--- src/rtl/cpu_pkg.sv ---
// Shared CPU definitions: default datapath width plus the memory-port arbiter
// state and owner encodings.
package cpu_pkg;

  localparam int WIDTH_DEF = 32;

  typedef enum logic [1:0] {
    IDLE,
    GRANT,
    ACCESS,
    DONE
  } arbState_t;

  typedef enum logic [1:0] {
    OWN_NONE,
    OWN_FETCH,
    OWN_DATA
  } owner_t;

endpackage

--- src/rtl/mem_port_arbiter_wait_counter.sv ---
// Wait-state counter for the memory-port arbiter. It loads WAIT_CYCLES,
// counts down while the access runs, and flags the final access cycle.
module wait_counter #(
  parameter int CNT_W       = 4,
  parameter int WAIT_CYCLES = 2
) (
  input  logic clk,
  input  logic reset,
  input  logic load,
  input  logic dec,
  output logic last
);

  logic [CNT_W-1:0] count;

  always_ff @(posedge clk or negedge reset) begin
    if (!reset) begin
      count <= '0;
    end else if (load) begin
      count <= CNT_W'(WAIT_CYCLES);
    end else if (dec && (count != '0)) begin
      count <= count - CNT_W'(1);
    end
  end

  assign last = (count == CNT_W'(1));

endmodule

--- src/rtl/mem_port_arbiter.sv ---
// Shares the single memory port between the fetch and load/store requesters.
// Defining ARB_ROUND_ROBIN_EN alternates the winner on contention; otherwise data has priority.
module mem_port_arbiter
  import cpu_pkg::*;
#(
  parameter int WIDTH       = WIDTH_DEF,
  parameter int WAIT_CYCLES = 2,
  parameter int CNT_W       = 4
) (
  input  logic             clk,
  input  logic             reset,
  input  logic             fetch_req,
  input  logic [WIDTH-1:0] fetch_addr,
  input  logic             data_req,
  input  logic             data_we,
  input  logic [WIDTH-1:0] data_addr,
  input  logic [WIDTH-1:0] data_wdata,
  input  logic [WIDTH-1:0] mem_rdata,
  output logic [WIDTH-1:0] mem_addr,
  output logic [WIDTH-1:0] mem_wdata,
  output logic             rd,
  output logic             wr,
  output logic             fetch_gnt,
  output logic             data_gnt,
  output logic             fetch_done,
  output logic             data_done,
  output logic [WIDTH-1:0] rdata,
  output logic             busy
);

  generate
    if (WAIT_CYCLES < 1 || WAIT_CYCLES > (2**CNT_W) - 1) begin : gBadWait
      $error("mem_port_arbiter: WAIT_CYCLES out of range for CNT_W");
    end
  endgenerate

  arbState_t state;
  owner_t    owner;
  logic      isStore;
  logic      cntLast;
  logic      pickData;

`ifdef ARB_ROUND_ROBIN_EN
  // High when fetch should win the next tie, i.e. data was served last.
  logic rrFavorFetch;
  assign pickData = data_req && (!fetch_req || !rrFavorFetch);
`else
  assign pickData = data_req;
`endif

  wait_counter #(
    .CNT_W      (CNT_W),
    .WAIT_CYCLES(WAIT_CYCLES)
  ) uWaitCounter (
    .clk  (clk),
    .reset(reset),
    .load (state == GRANT),
    .dec  (state == ACCESS),
    .last (cntLast)
  );

  always_ff @(posedge clk or negedge reset) begin
    if (!reset) begin
      state      <= IDLE;
      owner      <= OWN_NONE;
      isStore    <= 1'b0;
      mem_addr   <= '0;
      mem_wdata  <= '0;
      rdata      <= '0;
      rd         <= 1'b0;
      wr         <= 1'b0;
      fetch_gnt  <= 1'b0;
      data_gnt   <= 1'b0;
      fetch_done <= 1'b0;
      data_done  <= 1'b0;
      busy       <= 1'b0;
`ifdef ARB_ROUND_ROBIN_EN
      rrFavorFetch <= 1'b1;
`endif
    end else begin
      fetch_gnt  <= 1'b0;
      data_gnt   <= 1'b0;
      fetch_done <= 1'b0;
      data_done  <= 1'b0;
      case (state)
        IDLE: begin
          if (fetch_req || data_req) begin
            state    <= GRANT;
            busy     <= 1'b1;
            owner    <= pickData ? OWN_DATA : OWN_FETCH;
            isStore  <= pickData && data_we;
            mem_addr <= pickData ? data_addr : fetch_addr;
            if (pickData) mem_wdata <= data_wdata;
            data_gnt  <= pickData;
            fetch_gnt <= !pickData;
          end
        end
        GRANT: begin
          state <= ACCESS;
          rd    <= !isStore;
          wr    <= isStore;
        end
        ACCESS: begin
          if (cntLast) begin
            state <= DONE;
            rd    <= 1'b0;
            wr    <= 1'b0;
            if (!isStore) rdata <= mem_rdata;
            fetch_done <= (owner == OWN_FETCH);
            data_done  <= (owner == OWN_DATA);
          end
        end
        DONE: begin
          state <= IDLE;
          busy  <= 1'b0;
          owner <= OWN_NONE;
`ifdef ARB_ROUND_ROBIN_EN
          rrFavorFetch <= (owner == OWN_DATA);
`endif
        end
        default: state <= IDLE;
      endcase
    end
  end

endmodule

--- config.mk ---
export PLATFORM = sky130hd
export DESIGN_NAME = mem_port_arbiter
export DESIGN_NICKNAME = d
export VERILOG_FILES = /design/src/rtl/cpu_pkg.sv /design/src/rtl/mem_port_arbiter_wait_counter.sv /design/src/rtl/mem_port_arbiter.sv
export SDC_FILE = /design/constraint.sdc
export NUM_CORES = 1
export LEC_CHECK = 0
export BUFFER_PORTS_ARGS = -buffer_cell sky130_fd_sc_hd__buf_2
export CAP_MARGIN = 25
export CORE_ASPECT_RATIO = 0.7
export CORE_MARGIN = 5
export CORE_UTILIZATION = 41
export DETAILED_ROUTE_END_ITERATION = 8
export PLACE_DENSITY = 0.83
export SYNTH_ARGS = -nofsm -noshare
export SYNTH_HDL_FRONTEND = slang
export SYNTH_HIERARCHICAL = 1
export SYNTH_SLANG_ARGS = --single-unit
--- constraint.sdc ---
create_clock -name clk -period 1.8 [get_ports clk]
set_input_delay 0.09 -clock clk [delete_from_list [all_inputs] [get_ports clk]]
set_output_delay 0.09 -clock clk [all_outputs]
set_load 0.05 [all_outputs]
==> summary.md, run 1 <==
| Metric | Value |
|---|---|
| FMAX | `581 MHz` |
| WL/cell | `18.0 µm` |
| Worst EP arrival | `1940 ps` |
| Critical path startpoint | `uWaitCounter/count[1]` |
| Final net count | `799` |
| Fin Setup TNS | `0 ps` |
| Average vias per placed instance | `4.85` |
| CTS buffer count | `9` |
| Worst-path maximum fanout | `16` |
| Max Cap Viol | `0` |
| Final Hold Vio Count | `0` |
| Worst clock skew | `7.11 ps` |
| Final Setup Violations | `0` |
| Maximum VDD drop | `1700 µV` |
| Antenna Nets Post-Route | `0` |
| Worst EP required | `2020 ps` |
| CTS clk-pin slew, worst paths | `80 ps` |
| FP Rows | `32` |
| Hold WS | `19.6 ps` |
| First-pass DRT Iterations | `4` |
| Startpoint Class | `flip-flop` |
| Full die area | `13,900 µm²` |
| Drt total wl | `14.7 mm` |
| Core area | `11,200 µm²` |
| Power per cell area | `2040 nW/µm²` |
| Worst Setup EP | `rdata[2]` |
| CTS root buf | `clkbuf_16` |
| Die height | `100 µm` |
| Filler Cells Inserted | `802` |
| RSZ-0062 raised after global routing | `no` |
| Reg area | `2800 µm²` |
| Tot Pwr | `0.0146 W` |
| CP peak stage delay | `400 ps` |
| Critical R2R Launch | `uWaitCounter/count[1]` |
| Multi-input logic area | `1840 µm²` |
| Max clock buf depth | `2` |
| Fin crit share | `0.957` |
| Slew HR | `0.656` |
| Synthesis Warnings | `6` |
| Inserted Diodes | `0` |
| Synth Register Bits | `112` |
| Global-route wire length before repair | `23.2 mm` |
| I/O pin total | `236` |
| Largest net degree at the start of global routing | `68` |
| Number of global-route vias before repair | `4,330` |
| # clock sinks | `112` |
| DP Wirelength | `9.57 mm` |
| Tmin final | `1720 ps` |
| Via count | `3,961` |
| Setup Crit Path Kind | `flip-flop to flip-flop` |
| Cells after DPL | `733` |
| Remaining DRCs | `0` |
| Syn nets | `492` |
| DIE WIDTH | `139 µm` |
| GRT Util Overall | `0.210` |
| Starting Density | `0.425` |
| Pleak | `3.69 nW` |
| Routability cong. | `0.891` |
| Area growth syn-to-layout | `50.6%` |
| Status | `complete, no violations` |
| Post-Layout Cell Count | `816` |
| Seq/Total Area, Yosys | `0.591` |
| Port bufs | `235` |
| Hold Crit Class | `primary input to flip-flop` |
| Clk_lat worst skew | `340 ps` |
| Post-Syn Area | `4750 µm²` |
| Worst slew pin tran | `516 ps` |
| R2r setup slk | `80 ps` |
| Number of H-tree levels | `3` |
| Slowest cell on the critical path | `dfrtp_1` |
| Critical R2R Capture | `rdata[2]` |
| Mapped Cells | `351` |
| Post-synth cell types | `29` |
| Worst Setup End Kind | `flip-flop` |
| Grt total ovfl | `0` |
| Mean Syn Cell Area | `13.5 µm²` |
| Initial antenna violation count | `1` |
| Share of layout cells above drive strength 1 | `0.443` |
| Utilization after layout | `0.640` |
| First DRT Iteration DRCs | `122` |
| Final Max Tran Viols | `0` |
| Worst path cell trace | `inv_1, ha_1, nor3b_4, nand3_2, clkbuf_16, mux2_1` |
| FF-to-FF path depth | `6` |
| CTS tree | `done` |
==> cell usage in the layout (no fill, tap or decap), types with 2 or more instances in the layout <==
master / synthesis / final
ha_2: 0 / 2
dfrtp_1: 112 / 112
dlygate4sd3_1: 0 / 66
a21oi_1: 3 / 3
inv_1: 7 / 6
mux2_4: 20 / 20
o21ai_0: 8 / 8
nor2b_1: 4 / 4
nand2_1: 38 / 38
clkbuf_16: 0 / 10
mux2_2: 3 / 3
buf_4: 4 / 8
clkinv_4: 0 / 3
nand2b_1: 2 / 2
mux2_1: 43 / 43
buf_12: 0 / 4
nor3b_1: 4 / 3
nor2_1: 7 / 7
ha_1: 8 / 6
o21ai_1: 29 / 28
buf_2: 8 / 234
mux2i_1: 36 / 36
==> registers in the layout, summed over array words and instances (netlist names) <==
signal              flops
mem_wdata              32
busy                    1
state                   2
mem_addr               32
isStore                 1
data_done               1
fetch_gnt               1
owner                   2
wr                      1
fetch_done              1
rd                      1
data_gnt                1
rdata                  32
uWaitCounter/count      4
==> logic make-up after synthesis <==
logic type	after synthesis	share of synthesized area
compound gates	45	0.0517
fa+ha+maj	8	0.0211
buf+inv	24	0.0290
flops	112	0.591
mux	102	0.248
simple gates	60	0.0593
==> metal layers <==
metal | vias up | global-route usage | share of wire
met3 | 28 | 0.0719 | 0.082
met4 | 2 | 0.0516 | 0.018
met5 | - | 0 | 0.00048
li1 | 1832 | - | -
met2 | 200 | 0.369 | 0.50
met1 | 1899 | 0.251 | 0.40
==> where the power goes <==
group | internal, W | switching, W | leakage (nW)
logic | 0.00228 | 0.00584 | 2.19
registers | 0.00374 | 0.000770 | 1.35
clock network | 0.000975 | 0.000951 | 0.142
==> repair_timing <==
action                                  4_1_cts  5_1_grt
gates resized for setup                       1        5
setup buffers                                 0        0
endpoints found under the setup margin       30       29
endpoints found under the hold margin       177        0
gates cloned                                  0        1
hold buffers                                 66        0
pin swaps                                     0        1
==> critical path: cells and delay by family, from the launching register on <==
kind | cells | cell delay (ps)
buf+inv | 2 | 340
flops | 1 | 400
fa+ha+maj | 1 | 150
simple gates | 2 | 390
mux | 1 | 330
==> worst min-delay path by stage <==
| stage | end | slack [ps] | cells past startpoint | from |
|---|---|---|---|---|
| floorplan | busy | -210 | 0 | reset |
| global placement | mem_addr[24] | -100 | 1 | reset |
| detailed placement | mem_addr[28] | -90 | 1 | reset |
| CTS | mem_addr[27] | 5 | 3 | fetch_addr[27] |
| global route | mem_addr[18] | 20 | 3 | data_addr[18] |
| finish | mem_addr[27] | 20 | 3 | fetch_addr[27] |
==> synthesized netlist by cell type <==
cell,instances,share of area
mux2_1,43,0.10
nor2b_1,4,0.0053
a31o_2,1,0.0018
mux2i_1,36,0.076
buf_6,3,0.0071
a32o_1,1,0.0021
nand2_1,38,0.030
inv_1,7,0.0055
mux2_2,3,0.0071
nor3b_1,4,0.0063
ha_1,8,0.021
or4b_1,1,0.0021
nand2_4,1,0.0024
or3_1,1,0.0013
buf_2,8,0.0084
a21oi_1,3,0.0032
dfrtp_1,112,0.59
o21ai_0,8,0.0084
nand2b_1,2,0.0026
nand3_1,1,0.0011
o21ai_1,29,0.031
o32a_1,1,0.0021
clkbuf_1,2,0.0016
nor3b_2,1,0.0026
nor2_1,7,0.0055
a22o_1,1,0.0018
buf_4,4,0.0063
mux2_4,20,0.063
a211oi_1,1,0.0016
==> layout make-up <==
| type | instances | share of cell area |
|---|---|---|
| Sequential cell | 112 | 0.392 |
| Inverter | 7 | 0.00368 |
| Multi-Input combinational cell | 215 | 0.257 |
| Clock buffer | 10 | 0.0320 |
| Clock inverter | 6 | 0.00875 |
| Tap cell | 153 | 0.0268 |
| Timing Repair Buffer | 313 | 0.279 |
==> through the flow <==
step	setup slack, ps	area [µm²]
2_1_floorplan	104	4750
3_3_place_gp	127	6150
3_5_place_dp	-13.7	6150
4_1_cts	42.2	7110
5_1_grt	0.207	7150
6_report	78.2	7150
(Power assumes the default switching activity.)
==> run 2, diff against run 1 <==
--- a/config.mk
+++ b/config.mk
@@ -9,10 +9,11 @@
 export CAP_MARGIN = 25
 export CORE_ASPECT_RATIO = 0.7
 export CORE_MARGIN = 5
-export CORE_UTILIZATION = 41
+export CORE_UTILIZATION = 46
 export DETAILED_ROUTE_END_ITERATION = 8
-export PLACE_DENSITY = 0.83
+export PLACE_DENSITY = 0.87
 export SYNTH_ARGS = -nofsm -noshare
 export SYNTH_HDL_FRONTEND = slang
 export SYNTH_HIERARCHICAL = 1
 export SYNTH_SLANG_ARGS = --single-unit
+export TNS_END_PERCENT = 50
==> constraint.sdc (replaced) <==
create_clock -name clk -period 1.7 [get_ports clk]
set_input_delay 0.085 -clock clk [delete_from_list [all_inputs] [get_ports clk]]
set_output_delay 0.085 -clock clk [all_outputs]
set_load 0.05 [all_outputs]
==> run 2 against run 1 <==
Against the previous run: sequential cell count stayed put; die area is 10% lower; critical path type unchanged; hold slack worse by 2.8 ps; sequential power is 5.8% higher; register-to-register slack worse by 70 ps.
==> summary.md, run 2 (same netlist as run 1, synthesis figures left out) <==
| Metric | Value |
|---|---|
| DP Wirelength | `9.28 mm (-3.1%)` |
| Clk network pwr share | `0.130 (-0.002)` |
| Commonest non-fill, non-tap cells in the layout | `buf_2, dfrtp_1, dlygate4sd3_1` |
| Hold WS | `16.7 ps (-2.83 ps)` |
| Worst path bufs/invs | `2 (unchanged)` |
| Antenna Nets Post-Route | `0 (unchanged)` |
| Post-Layout Cell Count | `799 (-2.1%)` |
| Postcts setup bufs | `0 (unchanged)` |
| Worst EP required | `1920 ps (-100 ps)` |
| Biggest regs | `mem_addr x32, mem_wdata x32, rdata x32` |
| Delay-heaviest family, CP | `flip-flops` |
| Final net count | `803 (+0.50%)` |
| Drt total wl | `14.9 mm (+1.0%)` |
| WL/cell | `18.6 µm (+3.2%)` |
| Fin crit share | `0.993 (+0.0368)` |
| Pleak | `3.73 nW (+1.1%)` |
| Worst clock skew | `15.0 ps (+7.89 ps)` |
| Initial antenna violation count | `2 (+1)` |
| Setup Crit Path Kind | `flip-flop to flip-flop` |
| P_int | `0.00753 W (+7.6%)` |
| Cells after DPL | `716 (-2.3%)` |
| Power per cell area | `2170 nW/µm² (+6.5%)` |
| Average vias per placed instance | `5.04 (+3.8%)` |
| CP peak stage delay | `400 ps (about the same)` |
| Inserted Diodes | `0 (unchanged)` |
| CTS clk-pin slew, worst paths | `90 ps (about the same)` |
| GRT Util Overall | `0.226 (+0.0164)` |
| Final Max Tran Viols | `0 (unchanged)` |
| Worst Setup End Kind | `flip-flop` |
| Starting Density | `0.465 (+0.0404)` |
| DIE WIDTH | `131 µm (-5.2%)` |
| CTS buffer count | `9 (unchanged)` |
| Slowest cell on the critical path | `dfrtp_1` |
| Number of H-tree levels | `3 (unchanged)` |
| FP Rows | `31 (-3.1%)` |
| Full die area | `12,500 µm² (-10%)` |
| Maximum VDD drop | `904 µV (-47%)` |
| Max clock buf depth | `2 (unchanged)` |
| First-pass DRT Iterations | `4 (unchanged)` |
| Worst slew pin tran | `591 ps (+74.4 ps)` |
| NetSw | `0.00810 W (+7.1%)` |
| Comb power frac | `0.565 (+0.007)` |
| Area growth syn-to-layout | `51.8%` |
| Hold Crit Class | `primary input to flip-flop` |
| Commonest non-fill, non-tap cell in the layout | `buf_2` |
| Remaining DRCs | `0 (unchanged)` |
| Via count | `4,026 (+1.6%)` |
| Sw Share | `0.519 (-0.000984)` |
| FMAX | `592 MHz (+2.0%)` |
| Clk_lat worst skew | `340 ps (about the same)` |
| Core area | `10,200 µm² (-8.7%)` |
| Max Cap Viol | `0 (unchanged)` |
| Worst-path maximum fanout | `16 (unchanged)` |
| Largest net degree at the start of global routing | `113 (+66%)` |
| I/O pin total | `236 (unchanged)` |
| Startpoint Class | `flip-flop` |
| Status | `complete, no violations` |
| Worst EP arrival | `1910 ps (-30 ps)` |
| RSZ-0062 raised after global routing | `yes` |
| Tmin final | `1690 ps (-33.1 ps)` |
| Share of layout cells above drive strength 1 | `0.453 (+0.00933)` |
| Seq pwr share | `0.305 (-0.004)` |
| # clock sinks | `112 (unchanged)` |
| Final Hold Vio Count | `0 (unchanged)` |
| Global-route wire length before repair | `22.4 mm (-3.5%)` |
| Final Setup Violations | `0 (unchanged)` |
| CTS root buf | `clkbuf_16` |
| Die height | `95.0 µm (-5.0%)` |
| Worst path cell trace | `inv_2, ha_1, nor3b_4, nand3_4, clkbuf_16, mux2_1` |
| Slew HR | `0.606 (-0.0496)` |
| First DRT Iteration DRCs | `191 (+57%)` |
| Number of global-route vias before repair | `4,225 (-2.4%)` |
| Routability cong. | `0.791 (-11%)` |
| Grt total ovfl | `0 (unchanged)` |
| CTS tree | `done` |
| Port bufs | `235 (unchanged)` |
==> run 2: power groups by stage <==
stage	registers (W)	logic [W]	clock network, W
4_1_cts	0.00467	0.00870	0.00209
6_report	0.00477	0.00883	0.00203
5_1_grt	0.00492	0.00927	0.00219
3_3_place_gp	0.00461	0.00836	0
2_1_floorplan	0.00883	0.00210	0
3_5_place_dp	0.00469	0.00859	0
==> run 2: layer usage <==
metal	up-vias	part of all wire	global-route usage
met5	-	0.0018	0
met3	34	0.080	0.0703
li1	1832	-	-
met1	1943	0.39	0.279
met2	213	0.51	0.393
met4	4	0.019	0.0574
==> run 2: area by class of cell <==
class | count | area [µm²]
inverters | 7 | 26.3
clock buffers | 10 | 229
clock inverters | 6 | 62.6
repair buffers | 317 | 2070
well taps | 132 | 165
fillers | 661 | 3000
flip-flops and latches | 112 | 2800
multi-input cells | 215 | 1850
==> run 2: worst paths after layout <==
check	end	start	slack, ps	depth (start not counted)
max	rdata[24]	uWaitCounter/count[1]	10	6
min	mem_addr[28]	fetch_addr[28]	20	3
max reg2reg	rdata[24]	uWaitCounter/count[1]	10	6
min reg2reg	mem_addr[8]	mem_addr[8]	480	2
max in group asynchronous	mem_addr[7]	reset	910	3
min in group asynchronous	mem_addr[28]	reset	320	3
==> run 2: worst reg2reg max path: cells and delay by family (launching register included) <==
kind                     cells  cell delay [ps]
AND/OR/NAND/NOR              2              390
buffers and inverters        2              310
adder cells (fa/ha/maj)      1              140
multiplexers                 1              340
flip-flops                   1              400
==> run 2: metrics by stage <==
step                      instance area [µm²]  utilization  setup slack [ps]  TNS, ps  total power [W]
after floorplan                          4750            -              4.37        0           0.0109
after detailed placement                 6180        0.606             -11.2    -11.2           0.0133
after global placement                   6180        0.606              42.9        0           0.0130
after CTS                                7120        0.698            0.0344        0           0.0155
after global routing                     7200        0.706             -47.7     -730           0.0164
final                                    7200        0.706              11.3        0           0.0156
==> run 2: what timing repair did <==
item | 4_1_cts | 5_1_grt
gates cloned | 0 | 2
endpoints found under the hold margin | 176 | 0
endpoints found under the setup margin | 10 | 20
gates resized for setup | 1 | 9
pin swaps | 1 | 1
hold buffers | 65 | 0
==> run 3, diff against run 2 <==
--- a/config.mk
+++ b/config.mk
@@ -9,9 +9,10 @@
 export CAP_MARGIN = 25
 export CORE_ASPECT_RATIO = 0.7
 export CORE_MARGIN = 5
-export CORE_UTILIZATION = 46
+export CORE_UTILIZATION = 30
 export DETAILED_ROUTE_END_ITERATION = 8
-export PLACE_DENSITY = 0.87
+export PLACE_DENSITY = 0.63
+export SETUP_SLACK_MARGIN = 0.2
 export SYNTH_ARGS = -nofsm -noshare
 export SYNTH_HDL_FRONTEND = slang
 export SYNTH_HIERARCHICAL = 1
==> run 3 against run 2 <==
Against the previous run: critical path depth is 1 lower; combinational power rose by 0.5%; count of clock-buffer cells in the layout decreased by 1; clock power increased by 3%; fmax up 5.1%; sequential cell count did not move; worst setup slack improved by 82 ps; final cell count grew 9.8%; global-route usage decreased by 8.3 points; die area up 48%; core utilization is 23 points lower; critical endpoint is now uWaitCounter/count[3].
==> summary.md, run 3 (same netlist as run 1, synthesis figures left out) <==
| Metric | Value |
|---|---|
| CTS clk-pin slew, worst paths | `80 ps (about the same)` |
| Routability cong. | `0.775 (-2.0%)` |
| Final net count | `811 (+1.0%)` |
| Worst Hold Path EP | `mem_addr[31]` |
| Area growth syn-to-layout | `56.0%` |
| Status | `complete, no violations` |
| Grt total ovfl | `0 (unchanged)` |
| Die height | `115 µm (+21%)` |
| Worst-path maximum fanout | `4 (-12)` |
| Power per cell area | `2110 nW/µm² (-2.6%)` |
| Final Max Tran Viols | `0 (unchanged)` |
| # clock sinks | `112 (unchanged)` |
| Full die area | `18,500 µm² (+48%)` |
| Critical path startpoint | `state[0]` |
| Drt total wl | `13.2 mm (-11%)` |
| Initial antenna violation count | `1 (-1)` |
| Core area | `15,500 µm² (+52%)` |
| Largest net degree at the start of global routing | `69 (-39%)` |
| Cells after DPL | `783 (+9.4%)` |
| Setup Crit Path Kind | `flip-flop to flip-flop` |
| Final Hold Vio Count | `0 (unchanged)` |
| Critical R2R Capture | `uWaitCounter/count[3]` |
| Fin crit share | `0.945 (-0.0479)` |
| CTS tree | `done` |
| DIE WIDTH | `160 µm (+22%)` |
| I/O pin total | `236 (unchanged)` |
| FF-to-FF path depth | `5 (-1)` |
| Max clock buf depth | `2 (unchanged)` |
| Maximum VDD drop | `883 µV (-2.3%)` |
| CTS buffer count | `9 (unchanged)` |
| Fin Setup TNS | `0 ps (unchanged)` |
| Critical R2R Launch | `state[0]` |
| DR top layer | `met5` |
| Clk_lat worst skew | `350 ps (about the same)` |
| Share of layout cells above drive strength 1 | `0.483 (+0.0302)` |
| First-pass DRT Iterations | `4 (unchanged)` |
| Startpoint Class | `flip-flop` |
| R2r setup slk | `90 ps (+80 ps)` |
| First DRT Iteration DRCs | `110 (-42%)` |
| Number of global-route vias before repair | `4,227 (+0.047%)` |
| Commonest non-fill, non-tap cell in the layout | `buf_2` |
| FMAX | `622 MHz (+5.1%)` |
| Worst slew pin tran | `569 ps (-21.4 ps)` |
| CTS root buf | `clkbuf_16` |
| Worst Hold Launch | `fetch_addr[31]` |
| Worst EP arrival | `1880 ps (-30 ps)` |
| Antenna Nets Post-Route | `0 (unchanged)` |
| Pleak | `3.83 nW (+2.7%)` |
| Via count | `3,836 (-4.7%)` |
| Hold Crit Class | `primary input to flip-flop` |
| Met2 wire len | `6.42 mm (-15%)` |
| Worst Setup End Kind | `flip-flop` |
| FP Rows | `38 (+23%)` |
| Starting Density | `0.306 (-0.159)` |
| Worst EP required | `1970 ps (+50 ps)` |
| Met1 WL | `5.60 mm (-3.6%)` |
| Tot Pwr | `0.0156 W (+0.10%)` |
| WHS Path Cells | `3 (unchanged)` |
| Number of H-tree levels | `3 (unchanged)` |
| Final Setup Violations | `0 (unchanged)` |
| WL/cell | `15.0 µm (-19%)` |
| Utilization after layout | `0.478 (-0.229)` |
| Average vias per placed instance | `4.37 (-13%)` |
| Biggest regs | `mem_addr x32, mem_wdata x32, rdata x32` |
| Slew HR | `0.620 (+0.0143)` |
| Remaining DRCs | `0 (unchanged)` |
| Tmin final | `1610 ps (-81.5 ps)` |
| RSZ-0062 raised after global routing | `yes` |
| DP Wirelength | `9.31 mm (+0.33%)` |
| Port bufs | `235 (unchanged)` |
| Worst clock skew | `12.2 ps (-2.83 ps)` |
| Placed Area | `6310 µm² (+2.2%)` |
| Max Cap Viol | `0 (unchanged)` |
| Commonest non-fill, non-tap cells in the layout | `buf_2, dfrtp_1, dlygate4sd3_1` |
| Global-route wire length before repair | `21.4 mm (-4.7%)` |
| Post-Layout Cell Count | `877 (+9.8%)` |
| WL met3 | `973 µm (-19%)` |
| GRT Util Overall | `0.143 (-0.0833)` |
| Final instance area | `7400 µm² (+2.8%)` |
[run 3: cell count changes in the layout (fill, tap and decap cells not counted), moves of 3 or more]
cell           delta
mux2_1           -14
mux2_4           +14
buf_4             +8
dlygate4sd3_1     +4
buf_12            -3
[run 3: layer usage]
metal | global-route usage | up-vias
met4 | 0.0384 | 2
met3 | 0.0498 | 17
li1 | - | 1852
met2 | 0.243 | 163
met5 | 0 | -
met1 | 0.177 | 1802
[run 3: worst max-delay path by stage]
stage,endpoint,slack [ps]
floorplan,uWaitCounter/count[3],130
global placement,uWaitCounter/count[0],110
detailed placement,mem_wdata[14],80
CTS,rdata[10],80
global route,rdata[10],20
finish,uWaitCounter/count[3],90
[run 3: layout make-up]
cell class,instances,area [µm²]
Fill cell,1382,8100
Sequential cell,112,2800
Timing Repair Buffer,325,2090
Multi-Input combinational cell,215,1930
Tap cell,200,250
Clock buffer,9,225
Clock inverter,7,72.6
Inverter,7,26.3
Antenna cell,2,5.00
[run 3: timing repair]
action                                  CTS  global route
setup buffers                             5             1
hold buffers                             69             0
hold endpoints to repair                178             0
resized for setup                         1             6
endpoints found under the setup margin   66            94
gates cloned                              1             0
[run 3: critical path, cell delays in order (launching register included)]
cell	delay (ps)
dfrtp_1	390
inv_2	100
ha_4	150
or4b_4	460
or3_1	310
a21oi_1	120
[run 3: per-stage QoR]
stage	hold WS [ps]	setup slack (ps)
after floorplan	-211	129
after global placement	120	113
after detailed placement	124	79.2
after CTS	0.800	84.9
after global routing	11.0	18.3
final	12.1	92.8
[run 3: power by group]
part	leakage (nW)	internal, W	switching, W	total [W]
sequential	1.35	0.00395	0.000720	0.00467
combinational	2.33	0.00273	0.00614	0.00887
clock	0.147	0.00104	0.00106	0.00210
